File: src/rtl/fetch_queue_unit.sv
`default_nettype none
// ============================================================================
// Module : fetch_queue_unit
// Brief  : Instruction fetch with in-line branch resolver and {pc,instr} queue
// Rev    : 1.0
// ============================================================================
module fetch_queue_unit #(
    parameter int                ADDR_W   = 32,
    parameter int                QDEPTH   = 4,
    parameter logic [ADDR_W-1:0] RESET_PC = '0
) (
    input  logic              clk,
    input  logic              reset,
    output logic              imem_req,
    output logic [ADDR_W-1:0] imem_addr,
    input  logic              imem_valid,
    input  logic [31:0]       imem_rdata,
    input  logic [3:0]        cond_flags,
    output logic              id_valid,
    output logic [31:0]       id_instr,
    output logic [ADDR_W-1:0] id_pc,
    input  logic              id_ready,
    input  logic              redirect_valid,
    input  logic [ADDR_W-1:0] redirect_pc,
    output logic [ADDR_W-1:0] fetch_pc,
    output logic              br_taken
);

    localparam int PTR_W = $clog2(QDEPTH);
    localparam int CNT_W = PTR_W + 1;
    localparam logic [CNT_W-1:0] DEPTH_C = CNT_W'(QDEPTH);

    typedef enum logic [1:0] {
        ST_IDLE    = 2'd0,
        ST_WAIT    = 2'd1,
        ST_DISCARD = 2'd2
    } state_t;

    state_t state, state_next;

    logic [ADDR_W-1:0] req_pc;
    logic [ADDR_W-1:0] q_pc    [QDEPTH];
    logic [31:0]       q_instr [QDEPTH];
    logic [PTR_W-1:0]  rd_ptr, wr_ptr;
    logic [CNT_W-1:0]  count;

    logic              resp, push, pop;
    logic              is_branch, cond_true, take_branch;
    logic [3:0]        br_cond;
    logic              flag_n, flag_c, flag_z, flag_v, sgn_ge;
    logic [ADDR_W-1:0] br_offset, br_sum, br_target;
    logic              unused_bits;

    assign imem_req  = (state == ST_IDLE) && (count < DEPTH_C) && !redirect_valid && !reset;
    assign imem_addr = fetch_pc;
    assign id_valid  = (count != '0);
    assign id_instr  = q_instr[rd_ptr];
    assign id_pc     = q_pc[rd_ptr];

    // A redirect in the same cycle kills both the incoming word and any pop.
    assign resp = (state == ST_WAIT) && imem_valid;
    assign push = resp && !redirect_valid;
    assign pop  = id_valid && id_ready && !redirect_valid;

    assign is_branch = (imem_rdata[31:29] == 3'b110);
    assign br_cond   = imem_rdata[28:25];
    assign flag_n    = cond_flags[3];
    assign flag_c    = cond_flags[2];
    assign flag_z    = cond_flags[1];
    assign flag_v    = cond_flags[0];
    assign sgn_ge    = (flag_n == flag_v);

    always_comb begin
        cond_true = 1'b0;
        case (br_cond)
            4'h0:    cond_true = flag_z;
            4'h1:    cond_true = !flag_z;
            4'h2:    cond_true = flag_c;
            4'h3:    cond_true = !flag_c;
            4'h4:    cond_true = flag_n;
            4'h5:    cond_true = !flag_n;
            4'h6:    cond_true = flag_v;
            4'h7:    cond_true = !flag_v;
            4'h8:    cond_true = flag_c && !flag_z;
            4'h9:    cond_true = !(flag_c && !flag_z);
            4'hA:    cond_true = sgn_ge;
            4'hB:    cond_true = !sgn_ge;
            4'hC:    cond_true = !flag_z && sgn_ge;
            4'hD:    cond_true = !(!flag_z && sgn_ge);
            4'hE:    cond_true = 1'b1;
            default: cond_true = 1'b0;
        endcase
    end

    assign br_offset   = ADDR_W'($signed(imem_rdata[15:0]));
    assign br_sum      = req_pc + br_offset;
    assign br_target   = {br_sum[ADDR_W-1:2], 2'b00};
    assign take_branch = resp && is_branch && cond_true;
    assign unused_bits = ^{imem_rdata[24:16], redirect_pc[1:0], br_sum[1:0]};

    always_comb begin
        state_next = state;
        case (state)
            ST_IDLE:    if (imem_req) state_next = ST_WAIT;
            ST_WAIT: begin
                if (imem_valid)          state_next = ST_IDLE;
                else if (redirect_valid) state_next = ST_DISCARD;
            end
            ST_DISCARD: if (imem_valid) state_next = ST_IDLE;
            default:    state_next = ST_IDLE;
        endcase
    end

    always_ff @(posedge clk) begin
        if (reset) state <= ST_IDLE;
        else       state <= state_next;
    end

    always_ff @(posedge clk) begin
        if (reset) begin
            fetch_pc <= RESET_PC;
            req_pc   <= '0;
            rd_ptr   <= '0;
            wr_ptr   <= '0;
            count    <= '0;
            br_taken <= 1'b0;
        end else begin
            br_taken <= take_branch && !redirect_valid;
            if (imem_req) req_pc <= fetch_pc;
            if (redirect_valid) begin
                fetch_pc <= {redirect_pc[ADDR_W-1:2], 2'b00};
                rd_ptr   <= '0;
                wr_ptr   <= '0;
                count    <= '0;
            end else begin
                if (resp) fetch_pc <= take_branch ? br_target : req_pc + ADDR_W'(4);
                if (push) wr_ptr <= wr_ptr + PTR_W'(1);
                if (pop)  rd_ptr <= rd_ptr + PTR_W'(1);
                if (push && !pop)      count <= count + CNT_W'(1);
                else if (pop && !push) count <= count - CNT_W'(1);
            end
        end
    end

    always_ff @(posedge clk) begin
        if (push) begin
            q_pc[wr_ptr]    <= req_pc;
            q_instr[wr_ptr] <= imem_rdata;
        end
    end

endmodule
`default_nettype wire

File: config.mk
export PLATFORM = sky130hd
export DESIGN_NAME = fetch_queue_unit
export DESIGN_NICKNAME = d
export VERILOG_FILES = /design/src/rtl/fetch_queue_unit.sv
export SDC_FILE = /design/constraint.sdc
export NUM_CORES = 1
export LEC_CHECK = 0
export ABC_AREA = 1
export BUFFER_PORTS_ARGS = -buffer_cell sky130_fd_sc_hd__buf_2
export CAP_MARGIN = 20
export CORE_UTILIZATION = 49
export CTS_BUF_LIST = sky130_fd_sc_hd__clkbuf_4 sky130_fd_sc_hd__clkbuf_8 sky130_fd_sc_hd__clkbuf_16
export DETAILED_ROUTE_END_ITERATION = 16
export GPL_TIMING_DRIVEN = 0
export PLACE_DENSITY = 0.7
export REMOVE_ABC_BUFFERS = 1
export SLEW_MARGIN = 40
export SYNTH_ARGS = -nofsm -noshare
export SYNTH_HDL_FRONTEND = slang
export SYNTH_SLANG_ARGS = --single-unit
File: constraint.sdc
create_clock -name clk -period 10.09 [get_ports clk]
set_clock_uncertainty 0.1 [all_clocks]
set_input_delay 2.018 -clock clk [delete_from_list [all_inputs] [get_ports clk]]
set_output_delay 2.018 -clock clk [all_outputs]
set_load 0.005 [all_outputs]
After elaboration in Yosys (flattened, before gate mapping)
Memories as Yosys holds them, arrays and structs flattened. A register that Yosys moved wholly into a read port is not among the register bits.
Cells that the tools add are included.
{"block": "op_classes", "shifts": 0, "add_sub_neg": 6, "order_cmp": 1, "n_bitwise": 0, "n_eq_ne": 21, "muxes": 17, "n_reduce_logical": 32, "n_div": 0, "mul": 0}
{"operator": "$mux 32", "count": 3}
{"operator": "$add 32x3->32 const B", "count": 1}
{"operator": "$add 32x32->32", "count": 1}
{"operator": "$eq 4x4->1 const B", "count": 7}
{"operator": "$eq 4x3->1 const B", "count": 4}
{"operator": "$mux 2", "count": 8}
{"operator": "$pmux 1 s15", "count": 1}
{"operator": "$logic_and 1x1->1", "count": 14}
{"operator": "$logic_not 1->1", "count": 11}
{"operator": "$eq 4x2->1 const B", "count": 2}
{"operator": "$mux 3", "count": 2}
{"operator": "$pmux 2 s3", "count": 1}
{"operator": "$add 2x1->2 const B", "count": 2}
{"operator": "$eq 4x1->1 const B", "count": 1}
{"operator": "$logic_not 4->1", "count": 1}
{"operator": "$ne 2x2->1 const B", "count": 2}
{"operator": "$reduce_bool 2->1", "count": 2}
{"operator": "$add 3x1->3 const B", "count": 1}
{"operator": "$eq 3x3->1 const B", "count": 1}
{"operator": "$lt 3x3->1 const B", "count": 1}
{"operator": "$ne 3x3->1 const B", "count": 1}
{"operator": "$reduce_and 3->1", "count": 1}
{"operator": "$reduce_bool 3->1", "count": 1}
{"operator": "$sub 3x1->3 const B", "count": 1}
{"operator": "other kinds (6)", "count": 7}
{"block": "word_totals", "n_memories": 2, "elab_cells": 87, "out_inout_bits": 131, "in_bits": 73, "rom_bits": 0, "ramBits": 256, "latch_bits": 0, "register_bits": 74}
{"memory": "q_instr", "depth": 4, "width": 32, "rd": 1, "rd_ports_with_merged_regs": 1, "write_ports": 1, "line_no": "43", "rtl": "logic [31:0] q_instr [QDEPTH];"}
{"memory": "q_pc", "depth": 4, "width": 32, "rd": 1, "rd_ports_with_merged_regs": 1, "write_ports": 1, "line_no": "42", "rtl": "logic [ADDR_W-1:0] q_pc [QDEPTH];"}

Longest topological paths before layout
Gate-level depths: netlist of the first run.
{"block": "depth", "depth_word": 8, "mapped_depth": 15, "mapped_depth_nobuf": 15}

Worst setup path before layout of the first run
OpenSTA, ideal clock, no wires.
{"block": "synth_timing", "path_type": "input to register", "start": "input port imem_valid", "end": "memory q_instr[0][0] (enable)", "path_slack_ps": 4086, "path_stages": 7, "setup_time_ps": 487, "path_buffers": 1, "required_ps": 9503, "t_arrival_ps": 5417, "path_cell_list": "inv_1 > nor2_4 > inv_2 > nor2_4 > inv_1 > clkbuf_1 > nor2_1"}
{"block": "synth_between", "elab_chain_cells": 4}
{"element": "from (decl)", "line_no": "16", "rtl": "input logic imem_valid,"}
{"element": "$logic_and 1x1->1", "line_no": "61", "rtl": "assign resp = (state == ST_WAIT) && imem_valid;"}
{"element": "$logic_and 1x1->1", "line_no": "62", "rtl": "assign push = resp && !redirect_valid;"}
{"element": "$mux 1", "line_no": "146", "rtl": "if (push) begin"}
{"element": "$mux 1 (implied by the code)", "line_no": "148", "rtl": "q_instr[wr_ptr] <= imem_rdata;"}
{"element": "to (decl)", "line_no": "43"}
Every way passes these cells.

Final worst setup path of the first run
{"block": "layout_timing", "start": "input port reset", "end": "output port imem_req"}
{"block": "layout_between", "elab_chain_cells": 2}
{"element": "from (decl)", "line_no": "13", "rtl": "input logic reset,"}
{"element": "$logic_not 1->1", "line_no": "54", "rtl": "assign imem_req = (state == ST_IDLE) && (count < DEPTH_C) && !redirect_valid && !reset;"}
{"element": "$logic_and 1x1->1", "line_no": "54"}
{"element": "to (decl)", "line_no": "14", "rtl": "output logic imem_req,"}
Every way passes these cells.

==> run_results.csv, run 1 <==
group,metric,value,unit
drt,wl_per_cell,17.3,microns
yosys,synth_top_family_by_area,"simple AND/OR/NAND/NOR gates",
hold_path,min_path_type,"reg2reg",
drt,dr.pass1.iters,11,
floorplan,core,33400,sq um
final_layout,nNetsFinal,2181,
clock_network,insertion_delay,0.52,ns
yosys,synthMuxAreaShare,0,%
critical_path,regToRegSetupSlack,6.27,ns
sta,worst_slew_pin_slew,0.762,ns
floorplan,ioPinCount,204,
floorplan,start_util,49.7,%
drt,via_count,13300,
yosys,syn_area,16600,sq um
floorplan,fp-row-count,67,
drt,wirelength,44.1,mm
global_routing,track_usage,25.5,%
final_layout,antenna_cells,0,
drt,drt_iter0_drc,1017,
drt,drtAntennaViolNets,0,
place,pre_cts_ws,3.75,ns
sta,rsz0062_at_grt,"no",
critical_path,rr_endpoint,"q_pc[0][17]",
yosys,synth-simple-area-share,21.5,%
drt,vias_per_cell,5.23,
sta,finalSetupViolations,0,
critical_path,arrival,4.14,ns
global_routing,antenna_found_initial,0,
clock_network,clk_pin_slew_worst_paths,0.05,ns
clock_network,cts_setup_buffers,0,
clock_network,clock-root-buffer,"clkbuf_16",
run_status,failed_checks,"DRC",
critical_path,worstPathMaxFanout,65,
place,gp_congestion,0.936,
pwr,leakage,8.24,nW
critical_path,worstSetupEndpointType,"output pin",
yosys,synth-compound-area-share,9.82,%
floorplan,fp.dieArea,34700,sq um
clock_network,h-tree-depth,2,
pwr,peakVddDrop,0.105,mV
floorplan,die_w,186,microns
critical_path,setup.worst_path.start,"reset",
critical_path,cp_top_family,"buffers and inverters",
global_routing,grt_start_max_net_pins,85,
yosys,synth-warning-count,0,
final_layout,num-fill-cells,2969,
final_layout,multiInputGateArea,6030,sq um
sta,slew_violations,0,
yosys,synth-xor-area-share,1.90,%
run_status,status,"complete, but fails checks",
final_layout,area_delta_synth_final,16.6,%
pwr,finalPower,3.17,mW
floorplan,die_y,186,microns
critical_path,reg2regPathDepth,10,
sta,post-route-period-util,62.1,%
critical_path,slowest_delay,0.54,ns
final_layout,register_area,9220,sq um
yosys,synth-seq-cells,332,
clock_network,cts_buffers,35,
final_layout,final_layout_size_suffix_gt1_share,14.7,%
yosys,synth_fa_ha_area_share,2.83,%
sta,slew_headroom,49.2,%
critical_path,path_cells,"buf_4, nor2_2, nand3_4, buf_12, inv_1, buf_2",
sta,clock.fmax,0.160,GHz
critical_path,crit_buf_inv,4,
critical_path,path_depth,6,
critical_path,reg2reg_from,"state[1]",
yosys,synth_seq_area_share,55.4,%
yosys,synthDistinctLibCells,34,
clock_network,numClockSinks,332,
sta,hold_viol_final,0,
sta,fin_ws,3.83,ns
hold_path,hold_path_depth,2,
drt,drc,4,
clock_network,cts.hold.buffers_added,0,
critical_path,start_kind,"input pin",
flow_run,drv_cap,0,
global_routing,grt_pass1_vias,12400,
clock_network,clk_path_buf_depth,3,
global_routing,grt-ovfl-total,0,
yosys,post_synth.cell_area_avg,8.68,sq um
critical_path,slowest_stage,"nor2_2",
hold_path,timing.hold.worst.start,"rd_ptr[1]",
sta,fin_crit,6.26,ns
critical_path,crit_required,7.97,ns
clock_network,cts_resized,0,
global_routing,grt_pass1_wl,67.8,mm
place,port_buffers,201,
clock_network,cts_tree,"built",
critical_path,crit_type,"in2out",
pwr,power_density,163,nW/um^2
yosys,synthCells,1916,
place,detailed_place_hpwl,30.9,mm
[cell type report]
class / instances / area share (%)
sequential: 332 / 47.5
multi-input combinational: 1244 / 31.1
timing repair buffer: 223 / 7.34
clock buffer: 46 / 5.13
inverter: 235 / 4.61
tap: 448 / 2.89
clock inverter: 18 / 1.42
[layer usage]
metal	vias up	routed length (microns)	GRT usage [%]
met1	6200	19400	34.6
met3	69	2490	3.06
met2	393	21000	42.3
li1	6645	-	-
met5	-	0	0
met4	0	1240	8.79
[cells in the mapped netlist]
| library cell | count | share of area (%) |
|---|---|---|
| a211oi_1 | 28 | 1.3 |
| a21oi_1 | 63 | 1.9 |
| a21oi_2 | 1 | 0.053 |
| and2_1 | 2 | 0.075 |
| and3_1 | 1 | 0.038 |
| buf_1 | 3 | 0.068 |
| buf_2 | 5 | 0.15 |
| buf_4 | 32 | 1.4 |
| buf_6 | 4 | 0.27 |
| clkbuf_1 | 61 | 1.4 |
| clkinv_1 | 2 | 0.045 |
| dfxtp_1 | 76 | 9.1 |
| edfxtp_1 | 256 | 46 |
| fa_1 | 1 | 0.12 |
| ha_1 | 36 | 2.7 |
| inv_1 | 229 | 5.2 |
| inv_2 | 4 | 0.090 |
| nand2_1 | 467 | 11 |
| nand2_2 | 3 | 0.11 |
| nand3_1 | 105 | 3.2 |
| nand3_2 | 1 | 0.060 |
| nand3b_1 | 6 | 0.27 |
| nand4_1 | 16 | 0.60 |
| nor2_1 | 249 | 5.6 |
| nor2_2 | 6 | 0.23 |
| nor2_4 | 4 | 0.27 |
| nor3_1 | 13 | 0.39 |
| nor4_1 | 3 | 0.11 |
| o21ai_0 | 136 | 4.1 |
| o21ai_1 | 2 | 0.060 |
| o21bai_1 | 1 | 0.045 |
| o22ai_1 | 64 | 2.4 |
| xnor2_1 | 17 | 0.90 |
| xor2_1 | 19 | 1.0 |
[kinds of logic after synthesis]
family,after synthesis
buffers and inverters,340
adder cells (fa/ha/maj),37
AO/OA/AOI/OAI,295
AND/OR/NAND/NOR,876
XOR/XNOR,36
flip-flops,332
[through the flow]
stage | setup TNS, ns | cells | utilization (%) | hold slack (ns) | area, sq um
after floorplan | 0 | 1811 | - | 0.336 | 16100
final | 0 | 2546 | 58.0 | 0.357 | 19400
after detailed placement | 0 | 2481 | 54.1 | 0.358 | 18100
after global routing | 0 | 2546 | 58.0 | 0.389 | 19400
after CTS | 0 | 2545 | 57.9 | 0.368 | 19400
after global placement | -43.43 | 2460 | 52.8 | 0.358 | 17600
[where the power goes]
group          switching, mW  internal, mW  total, mW
Sequential            0.0314          1.49       1.52
Combinational          0.160        0.0894      0.249
Clock                  0.517         0.877       1.39
[placed cells by master (no fill, tap or decap), types with 13 or more instances in the layout]
cell,instances
clkbuf_16,36
a211oi_1,28
dfxtp_1,74
o22ai_1,64
nand4_1,16
xor2_1,19
nor3_1,13
inv_1,227
a21oi_1,63
ha_1,36
edfxtp_1,256
nand3_1,104
xnor2_1,17
o21ai_0,136
nand2_1,467
buf_8,13
buf_2,199
nor2_1,245
[state kept, by name (all words and copies together), names as in the netlist, named ones only]
register,cells
rd_ptr,2
q_instr,128
req_pc,32
wr_ptr,2
q_pc,128
br_taken,1
count,3
fetch_pc,32
state,2
[worst min-delay path, stage by stage (launching register included)]
cell,delay [ns]
dfxtp_1,0.29
inv_1,0.05
a21oi_1,0.07
[worst max path at each step]
stage,end,slack [ns]
after global placement,id_pc[25],-0.77
after CTS,imem_req,3.73
after global routing,imem_req,3.70
after floorplan,id_instr[0],3.36
final,imem_req,3.83
after detailed placement,imem_req,3.75
(Power assumes the default switching activity.)
==> inputs of run 2 (changes only) <==
--- a/config.mk
+++ b/config.mk
@@ -12,7 +12,7 @@
 export CTS_BUF_LIST = sky130_fd_sc_hd__clkbuf_4 sky130_fd_sc_hd__clkbuf_8 sky130_fd_sc_hd__clkbuf_16
 export DETAILED_ROUTE_END_ITERATION = 16
 export GPL_TIMING_DRIVEN = 0
-export PLACE_DENSITY = 0.7
+export PLACE_DENSITY = 0.73
 export REMOVE_ABC_BUFFERS = 1
 export SLEW_MARGIN = 40
 export SYNTH_ARGS = -nofsm -noshare
==> constraint.sdc (replaced) <==
create_clock -name clk -period 5.2 [get_ports clk]
set_clock_uncertainty 0.1 [all_clocks]
set_input_delay 1.04 -clock clk [delete_from_list [all_inputs] [get_ports clk]]
set_output_delay 1.04 -clock clk [all_outputs]
set_load 0.005 [all_outputs]
==> run 2 against run 1 <==
  * Global-route usage grew 0.37 points
  * The run now ends clean
  * Routed wire length increased by 1.6%
  * Clock power rose by 77%
  * Non-clock buffer count unchanged
  * Register-to-register slack worse by 4.9 ns
==> run_results.csv, run 2 (synthesized netlist as in run 1, its figures left out) <==
group,metric,value,unit
final_layout,final_cell_mix,"467 x nand2_1, 256 x edfxtp_1, 245 x nor2_1",
clock_network,insertion_delay,0.52,ns
clock_network,numClockSinks,332,
critical_path,arrival,3.33,ns
floorplan,die_y,186,microns
drt,drc,0,
global_routing,grt-ovfl-total,0,
global_routing,grt_pass1_vias,12400,
critical_path,path_cells,"buf_2, nor2_2, nand3_4, buf_12, inv_1, buf_2",
clock_network,clk_pin_slew_worst_paths,0.06,ns
critical_path,crit_type,"in2out",
critical_path,slowest_delay,0.63,ns
clock_network,cts.hold.buffers_added,0,
critical_path,worstSetupEndpointType,"output pin",
critical_path,crit_required,4.06,ns
floorplan,start_util,49.7,%
sta,setup-tns-final,0,ns
floorplan,die_w,186,microns
sta,rsz0062_at_grt,"no",
global_routing,grt_pass1_wl,68.0,mm
drt,vias_per_cell,5.29,
pwr,power_density,304,nW/um^2
flow_run,drv_cap,0,
final_layout,nNetsFinal,2180,
pwr,leakage,8.23,nW
clock_network,cts_setup_buffers,0,
hold_path,min_path_type,"reg2reg",
sta,fin_ws,0.727,ns
sta,post-route-period-util,86.0,%
drt,dr.pass1.iters,5,
floorplan,ioPinCount,204,
floorplan,fp-row-count,67,
critical_path,start_kind,"input pin",
drt,via_count,13400,
clock_network,h-tree-depth,2,
pwr,intPower,4.57,mW
global_routing,antenna_found_initial,0,
drt,wirelength,44.8,mm
global_routing,track_usage,25.8,%
critical_path,slowest_stage,"nor2_2",
pwr,p_comb_share,8.3,%
pwr,swShare,22.6,%
pwr,clkPwrFrac,41.7,%
clock_network,cts_buffers,34,
place,detailed_place_hpwl,31.7,mm
run_status,status,"complete, no violations",
sta,clock.fmax,0.224,GHz
drt,drtAntennaViolNets,0,
drt,drt_iter0_drc,976,
critical_path,cp_top_family,"buffers and inverters",
floorplan,fp.dieArea,34700,sq um
sta,worst_slew_pin_slew,0.855,ns
pwr,pwr-share-seq,50.0,%
critical_path,crit_buf_inv,4,
sta,slew_headroom,43.0,%
sta,hold_viol_final,0,
global_routing,grt_start_max_net_pins,103,
final_layout,area_delta_synth_final,16.6,%
place,port_buffers,201,
final_layout,final_cell_count_no_fill,2542,
sta,fin_crit,4.47,ns
pwr,peakVddDrop,0.158,mV
final_layout,top_regs,"q_instr (128), q_pc (128)",
place,dp_cells,2482,
clock_network,clk_path_buf_depth,3,
place,pre_cts_ws,0.640,ns
clock_network,cts_tree,"built",
final_layout,final_layout_size_suffix_gt1_share,14.8,%
final_layout,num-fill-cells,2905,
floorplan,core,33400,sq um
critical_path,worstPathMaxFanout,34,
final_layout,final_common_cell,"nand2_1",
final_layout,antenna_cells,0,
clock_network,clock-root-buffer,"clkbuf_16",
sta,finalSetupViolations,0,
critical_path,path_common_cell,"buf_2",
place,gp_congestion,0.947,
drt,wl_per_cell,17.6,microns
clock_network,cts_resized,0,
sta,slew_violations,0,
pwr,p_switching,1.33,mW
run 2: changes by cell type in the layout (fill, tap and decap cells not counted), sizes merged:
cell	delta
bufinv	-6
clkbuf	+5
clkinv	-2
inv	-1
run 2: path summary, 6_finish.rpt:
| kind | startpoint | endpoint | depth (start not counted) | slack [ns] |
|---|---|---|---|---|
| worst max-delay path | redirect_valid | imem_req | 6 | 0.73 |
| worst min-delay path | rd_ptr[1] | flip-flop | 2 | 0.38 |
| worst max register to register | state[1] | q_pc[2][12] | 10 | 1.34 |
| worst min register to register | rd_ptr[1] | flip-flop | 2 | 0.38 |
run 2: cell type report:
class	count	area [sq um]	area share, %
flip-flops and latches	332	9220	47.5
multi-input cells	1244	6030	31.1
inverters	235	895	4.61
clock inverters	9	72.6	0.374
repair buffers	223	1520	7.85
well taps	448	561	2.89
clock buffers	51	1090	5.63
run 2: power by group through the flow:
stage | logic (mW) | registers, mW | clock network [mW]
2_1_floorplan | 0.292 | 2.99 | 0
3_3_place_gp | 0.468 | 3.01 | 0
3_5_place_dp | 0.481 | 3.01 | 0
4_1_cts | 0.485 | 2.95 | 2.50
5_1_grt | 0.552 | 2.96 | 2.60
6_report | 0.488 | 2.95 | 2.46
run 2: through the flow:
step	hold slack [ns]	instance area, sq um	total power [mW]	util (%)
floorplan	0.336	16100	3.28	-
global placement	0.349	17600	3.48	52.8
detailed placement	0.372	18200	3.49	54.5
CTS	0.385	19400	5.94	58.0
global route	0.426	19400	6.11	58.0
finish	0.384	19400	5.90	58.0
run 2: layer usage:
layer  global-route usage [%]  up-vias  wire, microns
met5                        0        -              0
met3                     3.35       71           2640
li1                         -     6641              -
met1                     36.0     6280          20000
met4                     9.08        0           1280
met2                     41.6      448          20900
run 2: worst register-to-register path: cells and delay by family (launching register included):
kind / cells / cell delay [ns]
simple gates: 4 / 1.59
buf+inv: 6 / 1.56
flops: 1 / 0.32
